File: config.mk
export PLATFORM = sky130hd
export DESIGN_NAME = keypad_entry
export DESIGN_NICKNAME = d
export VERILOG_FILES = /design/src/rtl/keypad_entry.sv
export SDC_FILE = /design/constraint.sdc
export NUM_CORES = 1
export LEC_CHECK = 0
export ABC_AREA = 0
export CORE_UTILIZATION = 56
export DETAILED_ROUTE_END_ITERATION = 10
export PLACE_DENSITY = 0.87
export SYNTH_ARGS = -nofsm -noshare
export SYNTH_HDL_FRONTEND = slang
export SYNTH_SLANG_ARGS = --single-unit
File: constraint.sdc
create_clock -name clk -period 3.9 [get_ports clk]
set_clock_uncertainty 0.15 [all_clocks]
set_input_delay 1.17 -clock clk [delete_from_list [all_inputs] [get_ports clk]]
set_output_delay 1.17 -clock clk [all_outputs]
set_load 0.1 [all_outputs]
File: src/rtl/keypad_entry.sv
// Keypad digit-entry stage: edge-detected presses edit a 4-digit BCD buffer.
// Enter converts the buffer to binary and offers it on a valid/ready handshake.
module keypad_entry #(
  parameter int DIGITS = 4
) (
  input  logic                  clk,
  input  logic                  rst,
  input  logic [3:0]            key,
  input  logic                  pressed,
  input  logic                  out_ready,
  output logic [4*DIGITS-1:0]   digits,
  output logic [2:0]            count,
  output logic [13:0]           out_bin,
  output logic                  out_valid,
  output logic                  busy,
  output logic                  key_drop
);

  typedef enum logic [1:0] {COLLECT, CONVERT, HOLD} state_t;

  state_t      state;
  logic        pressed_d;
  logic [13:0] acc;
  logic [1:0]  idx;
  logic        press_ev;
  logic [3:0]  dsel;
  logic [13:0] acc_next;

  assign press_ev = pressed & ~pressed_d;
  assign dsel     = digits[{idx, 2'b00} +: 4];
  // acc*10 as two shifts; 9999 is the largest result so 14 bits never overflow
  assign acc_next = (acc << 3) + (acc << 1) + {10'd0, dsel};

  always_ff @(posedge clk or posedge rst) begin
    if (rst) begin
      state     <= COLLECT;
      pressed_d <= 1'b0;
      acc       <= '0;
      idx       <= 2'd3;
      digits    <= '0;
      count     <= '0;
      out_bin   <= '0;
      out_valid <= 1'b0;
      busy      <= 1'b0;
      key_drop  <= 1'b0;
    end else begin
      pressed_d <= pressed;
      key_drop  <= 1'b0;
      case (state)
        COLLECT: begin
          if (press_ev) begin
            if (key < 4'd10) begin
              if (count < 3'd4) begin
                digits <= {digits[4*DIGITS-5:0], key};
                count  <= count + 3'd1;
              end else begin
                key_drop <= 1'b1;
              end
            end else begin
              case (key)
                4'hA: begin
                  if (count != 3'd0) begin
                    state <= CONVERT;
                    busy  <= 1'b1;
                    acc   <= '0;
                    idx   <= 2'd3;
                  end else begin
                    key_drop <= 1'b1;
                  end
                end
                4'hB: begin
                  if (count != 3'd0) begin
                    digits <= {4'h0, digits[4*DIGITS-1:4]};
                    count  <= count - 3'd1;
                  end else begin
                    key_drop <= 1'b1;
                  end
                end
                4'hC: begin
                  digits <= '0;
                  count  <= '0;
                end
                default: key_drop <= 1'b1;
              endcase
            end
          end
        end
        CONVERT: begin
          if (press_ev) key_drop <= 1'b1;
          acc <= acc_next;
          idx <= idx - 2'd1;
          if (idx == 2'd0) begin
            out_bin   <= acc_next;
            out_valid <= 1'b1;
            state     <= HOLD;
          end
        end
        HOLD: begin
          // a press on the transfer edge is still seen in HOLD and dropped
          if (press_ev) key_drop <= 1'b1;
          if (out_ready) begin
            out_valid <= 1'b0;
            busy      <= 1'b0;
            digits    <= '0;
            count     <= '0;
            state     <= COLLECT;
          end
        end
        default: state <= COLLECT;
      endcase
    end
  end

endmodule
# == After elaboration in Yosys (flattened, before gate mapping) ==
# Index checks and enable logic that the tools add are counted.
# word_totals
mem_bits_ro,0
ramBits,0
n_memories,0
ff_bits,54
latchBits,0
output_inout_bits,36
# classes
reduce_logical,14
n_div,0
n_eq_ne,14
muxes,46
magnitude_cmp,2
n_mul,0
shifts,1
bitwise_logic,2
addsub,5
# op_table
op,n
two-way mux 16 bit,5
one-hot mux 16 bit (2 select lines),2
two-way mux 13 bit,4
one-hot mux 13 bit (2 select lines),1
two-way mux 2 bit,10
AND reduction 6 bit,3
indexed part select 16 x 5 -> 4 bit,1
two-way mux 3 bit,5
adder 14 bit,1
adder 14 x 4 -> 14 bit,1
"equality test 4 bit, second input constant",3
one-hot mux 3 bit (2 select lines),2
two-way mux 1 bit,11
"inequality test 2 bit, second input constant",5
one-hot mux 1 bit (2 select lines),4
one-hot mux 2 bit (3 select lines),1
nonzero test 2 bit,3
AND reduction 5 bit,1
zero test 2 bit,2
"less-than comparator 4 bit, second input constant",1
"inequality test 4 x 2 -> 1 bit, second input constant",1
"inequality test 4 bit, second input constant",1
one-hot mux 2 bit (2 select lines),1
OR reduction 2 bit,2
13 further kinds,13

# == Longest topological paths before layout ==
# logic_depth
word_depth,6
depth_mapped,11

# == Least setup slack after synthesis ==
# No wires, ideal clock.
# synth_path
path_kind,register -> register
startpoint,register digits[7]
endpoint,register acc[11]
required_ps,3628
setup_slack_ps,386
arrival_time_ps,3242
path_stages_with_launch,11
cell_sequence,dfrtp_1 > mux4_2 > inv_1 > fa_1 > inv_1 > ha_1 > a21oi_1 > nand4b_1 > a21oi_1 > or3_1 > a32o_1
# synth_between
elab_chain_cells,3
# synth_lines
item,line_no,rtl
start: declaration,11,"output logic [4*DIGITS-1:0] digits,"
start signal: assignment,54,"digits <= {digits[4*DIGITS-5:0], key};"
start signal: assignment,73,"digits <= {4'h0, digits[4*DIGITS-1:4]};"
indexed part select 16 x 5 -> 4 bit,30,"assign dsel = digits[{idx, 2'b00} +: 4];"
adder 14 x 4 -> 14 bit,32,"assign acc_next = (acc << 3) + (acc << 1) + {10'd0, dsel};"
one-hot mux 13 bit (2 select lines),49,case (state)
end signal: assignment,90,acc <= acc_next;
end: declaration,23,logic [13:0] acc;
# No other way between the ends.
# A chain may end at the register's enable or synchronous reset.

# == Final worst setup path ==
# layout_path
startpoint,register idx[0]
endpoint,register acc[12]
# layout_between
elab_chain_cells,3
# layout_lines
item,line_no,rtl
start: declaration,24,logic [1:0] idx;
start signal: assignment,91,idx <= idx - 2'd1;
indexed part select 16 x 5 -> 4 bit,30,
adder 14 x 4 -> 14 bit,32,
one-hot mux 13 bit (2 select lines),49,
# No other way between the ends.

==> flow_summary_export.csv <==
group,metric,value,unit
sta,highest_clock_rate,0.293,GHz
placed_design,detailed_place_hpwl,5380,µm
detailed_routing,first_pass_iters,5,
yosys,yosys.cell_types.count,55,
worst_hold_path,min_path_cells,2,
detailed_routing,detail_route.wirelength,7220,µm
worst_hold_path,hold_end,"out_bin[4]$_DFFE_PP0P_",
global_route,maximum_number_of_pins_on_one_net_before_global_route_repair,29,
critical_path,worst_setup_path_start_kind,"flop",
die,die-area,0.00628,mm²
cts,skew_pair_late_insertion_delay,310,ps
cts,cts_repair_resize_count,0,
detailed_routing,drtAntennaViolNets,0,
yosys,ys_warn_count,0,
cts,clk_pin_slew,100,ps
die,die_width,79.2,µm
critical_path,reg2regPathDepth,9,
sta,report.final.slew_viol_count,0,
die,i_o_pin_cnt,44,
critical_path,cp.arrival,3460,ps
critical_path,critical_path.reg2reg.endpoint,"acc[12]$_DFFE_PP0P_",
yosys,yosys_register_bits,54,
global_route,grt_overflow,0,
global_route,antenna_found_initial,0,
sta,final-setup-viol-count,0,
cts,clockRootBuffer,"sky130_fd_sc_hd__clkbuf_8",
detailed_routing,route.detailed.drc,0,
sta,worst_tran_pin_value,531,ps
yosys,synth_most_common_cell,"sky130_fd_sc_hd__dfrtp_1",
critical_path,cpMostUsedCell,"sky130_fd_sc_hd__fa_1",
yosys,synth_flop_cell,"sky130_fd_sc_hd__dfrtp_1",
worst_hold_path,holdCritStartpoint,"out_bin[4]$_DFFE_PP0P_",
die,initial_core_util,59.2,%
sta,period_needed,3410,ps
cts,cts_tree,"done",
yosys,mappedNetlistNets,353,
cts,cts.path.max_buffers,2,
detailed_routing,detail_route.vias_per_cell,6.01,
finish,final.fill_count,432,
sta,finalHoldViolations,0,
finish,multi_input_area,0.00183,mm²
yosys,synth_area_per_cell,10.7,µm²
detailed_routing,avgRoutedWirePerCell,16.8,µm
cts,post_cts.repair.setup_buffers,0,
global_route,first_global_vias,2477,
finish,storage_cell_area,0.00135,mm²
critical_path,stage_delay_of_the_slowest_cell_on_the_critical_path,620,ps
cts,clkSinkCount,54,
worst_hold_path,timing.hold.worst.class,"flop to flop",
die,placementRows,27,
finish,fin_nets,398,
global_route,grt_first_pass_wirelength,12000,µm
critical_path,bufs_and_invs_on_worst_path,1,
run_status,run_status,"completed",
critical_path,r2r_setup_slack,490,ps
yosys,synth_area_leaders,"sky130_fd_sc_hd__dfrtp_1 (39%), sky130_fd_sc_hd__ha_1 (12%), sky130_fd_sc_hd__mux2_2 (5.1%)",
critical_path,cp_max_fo,5,
yosys,netlist_top_cells_count,"sky130_fd_sc_hd__dfrtp_1 (52), sky130_fd_sc_hd__ha_1 (31), sky130_fd_sc_hd__nand2_1 (27), sky130_fd_sc_hd__inv_1 (26), sky130_fd_sc_hd__a21oi_1 (18)",
critical_path,setup_cp_type,"flop to flop",
critical_path,r2r_start,"idx[0]$_DFFE_PP1P_",
global_route,track_usage,25.0,%
cts,cts_buffers,5,
sta,grt_setup_unrepaired,"false",
critical_path,crit_path_end_kind,"flop",
yosys,synth_top_cell_by_area,"sky130_fd_sc_hd__dfrtp_1",
placed_design,io_buf_count,43,
detailed_routing,via_count,2583,
cts,htree_num_levels,2,
yosys,asyncSetResetFlopFracSynth,100,%
critical_path,critical_path_required_time,3950,ps
finish,area_growth,14.9,%
sta,slew_headroom,64.5,%
die,floorplan.core_area,0.00564,mm²
placed_design,finalWeightedCongestion,0.875,
finish,num_antenna_cells,0,
run,drv_cap,0,
finish,drive_above_1_share,24.9,%
critical_path,crit_path_top_delay_cell,"sky130_fd_sc_hd__dfstp_2",
die,die_height,79.2,µm
sta,layout_worst_path_cycle_share,87.4,%
yosys,edff_count_synth,0,
detailed_routing,iter_0_drt_violations,110,
critical_path,cp_cell_sequence,"mux4_2 > inv_1 > fa_1 > fa_1 > nor2b_1 > o2111ai_1 > a21oi_1 > o21ai_0 > a32o_1",
yosys,synth_largest_type_area_fraction,39.0,%
yosys,proportion_of_synthesized_chip_area_in_sequential_cells,40.5,%
yosys,mappedNetlistArea,0.00334,mm²
critical_path,critical_path.top_delay_family,"adder cells",
yosys,synth_cells,312,
cts,postCtsHoldBufs,0,
sta,fin_tns_setup,0,ps
-- metal layers --
layer  share of wire [%]  GRT usage [%]  up-vias
li1                    -              -     1218
met1                  44           33.3     1280
met2                  50           41.8       74
met3                 4.9           4.83       11
met4                 1.4           6.18        0
met5                   0              0        -
-- how the worst max path moves through the flow --
stage / start / endpoint / slack [ps] / depth (start not counted)
floorplan: digits[7]$_DFFE_PP0P_ / acc[11]$_DFFE_PP0P_ / 390 / 10
global placement: idx[0]$_DFFE_PP1P_ / acc[11]$_DFFE_PP0P_ / 590 / 10
detailed placement: idx[0]$_DFFE_PP1P_ / acc[12]$_DFFE_PP0P_ / 540 / 9
CTS: idx[0]$_DFFE_PP1P_ / acc[12]$_DFFE_PP0P_ / 510 / 9
global route: idx[0]$_DFFE_PP1P_ / acc[12]$_DFFE_PP0P_ / 320 / 9
finish: idx[0]$_DFFE_PP1P_ / acc[12]$_DFFE_PP0P_ / 490 / 9
-- registers in the layout (all words and copies together), names as in the netlist --
signal and cells:
acc 13, busy 1, count 3, digits 16, idx 2, key_drop 1, out_bin 14, out_valid 1
pressed_d 1, state 2
-- kinds of logic (layout without fill, tap and decap cells) --
| group | after synthesis | count (layout) | share of synthesized area [%] |
|---|---|---|---|
| XOR/XNOR | 7 | 7 | 1.84 |
| multiplexers | 28 | 28 | 11.2 |
| adder cells (fa/ha/maj) | 33 | 33 | 12.8 |
| flip-flops | 54 | 54 | 40.5 |
| AO/OA/AOI/OAI | 84 | 84 | 18.1 |
| AND/OR/NAND/NOR | 69 | 69 | 10.8 |
| buffers and inverters | 37 | 83 | 4.80 |
-- tightest hold or removal path: stages (launching register included) --
cell	delay, ps
sky130_fd_sc_hd__dfrtp_1	360
sky130_fd_sc_hd__nand2_1	50
sky130_fd_sc_hd__o21ai_0	60
-- metrics by stage --
stage / util [%] / instances / area [µm²] / worst slack, ps / hold slack, ps
after CTS: 68.0 / 430 / 3840 / 508 / 345
after floorplan: - / 312 / 3340 / 386 / 320
after global routing: 68.0 / 430 / 3840 / 318 / 360
after detailed placement: 66.5 / 422 / 3750 / 540 / 321
final: 68.0 / 430 / 3840 / 492 / 340
after global placement: 66.5 / 422 / 3750 / 590 / 312
-- placed cells by master, fill, tap and decap left out, types with 2 or more instances in the layout --
cell / count
sky130_fd_sc_hd__dfrtp_1: 52
sky130_fd_sc_hd__buf_4: 42
sky130_fd_sc_hd__ha_1: 31
sky130_fd_sc_hd__nand2_1: 27
sky130_fd_sc_hd__inv_1: 25
sky130_fd_sc_hd__a21oi_1: 18
sky130_fd_sc_hd__o21ai_0: 16
sky130_fd_sc_hd__a22o_1: 15
sky130_fd_sc_hd__mux2_2: 15
sky130_fd_sc_hd__nor2_1: 9
sky130_fd_sc_hd__nor2b_1: 7
sky130_fd_sc_hd__clkdlybuf4s50_1: 7
sky130_fd_sc_hd__a21o_1: 6
sky130_fd_sc_hd__nor3_1: 6
sky130_fd_sc_hd__and2_1: 5
sky130_fd_sc_hd__mux2_4: 5
sky130_fd_sc_hd__a31o_2: 5
sky130_fd_sc_hd__xnor2_1: 5
sky130_fd_sc_hd__clkbuf_8: 5
sky130_fd_sc_hd__mux2i_1: 4
sky130_fd_sc_hd__mux4_2: 4
sky130_fd_sc_hd__or3_1: 3
sky130_fd_sc_hd__a32o_1: 3
sky130_fd_sc_hd__o21a_1: 2
sky130_fd_sc_hd__a31oi_1: 2
sky130_fd_sc_hd__nand4_1: 2
sky130_fd_sc_hd__nand2b_1: 2
sky130_fd_sc_hd__xor2_1: 2
sky130_fd_sc_hd__a22oi_1: 2
sky130_fd_sc_hd__fa_1: 2
sky130_fd_sc_hd__dfstp_2: 2
-- area by class of cell --
type,instances,area share [%]
clock inverters,2,0.359
multi-input cells,221,47.6
flip-flops and latches,54,35.3
inverters,26,2.54
clock buffers,6,1.89
well taps,72,2.35
repair buffers,49,10.0
Power is left out: the tool's default activity adds up to more than one toggle a clock period on the data nets, which glitch-free logic cannot reach.
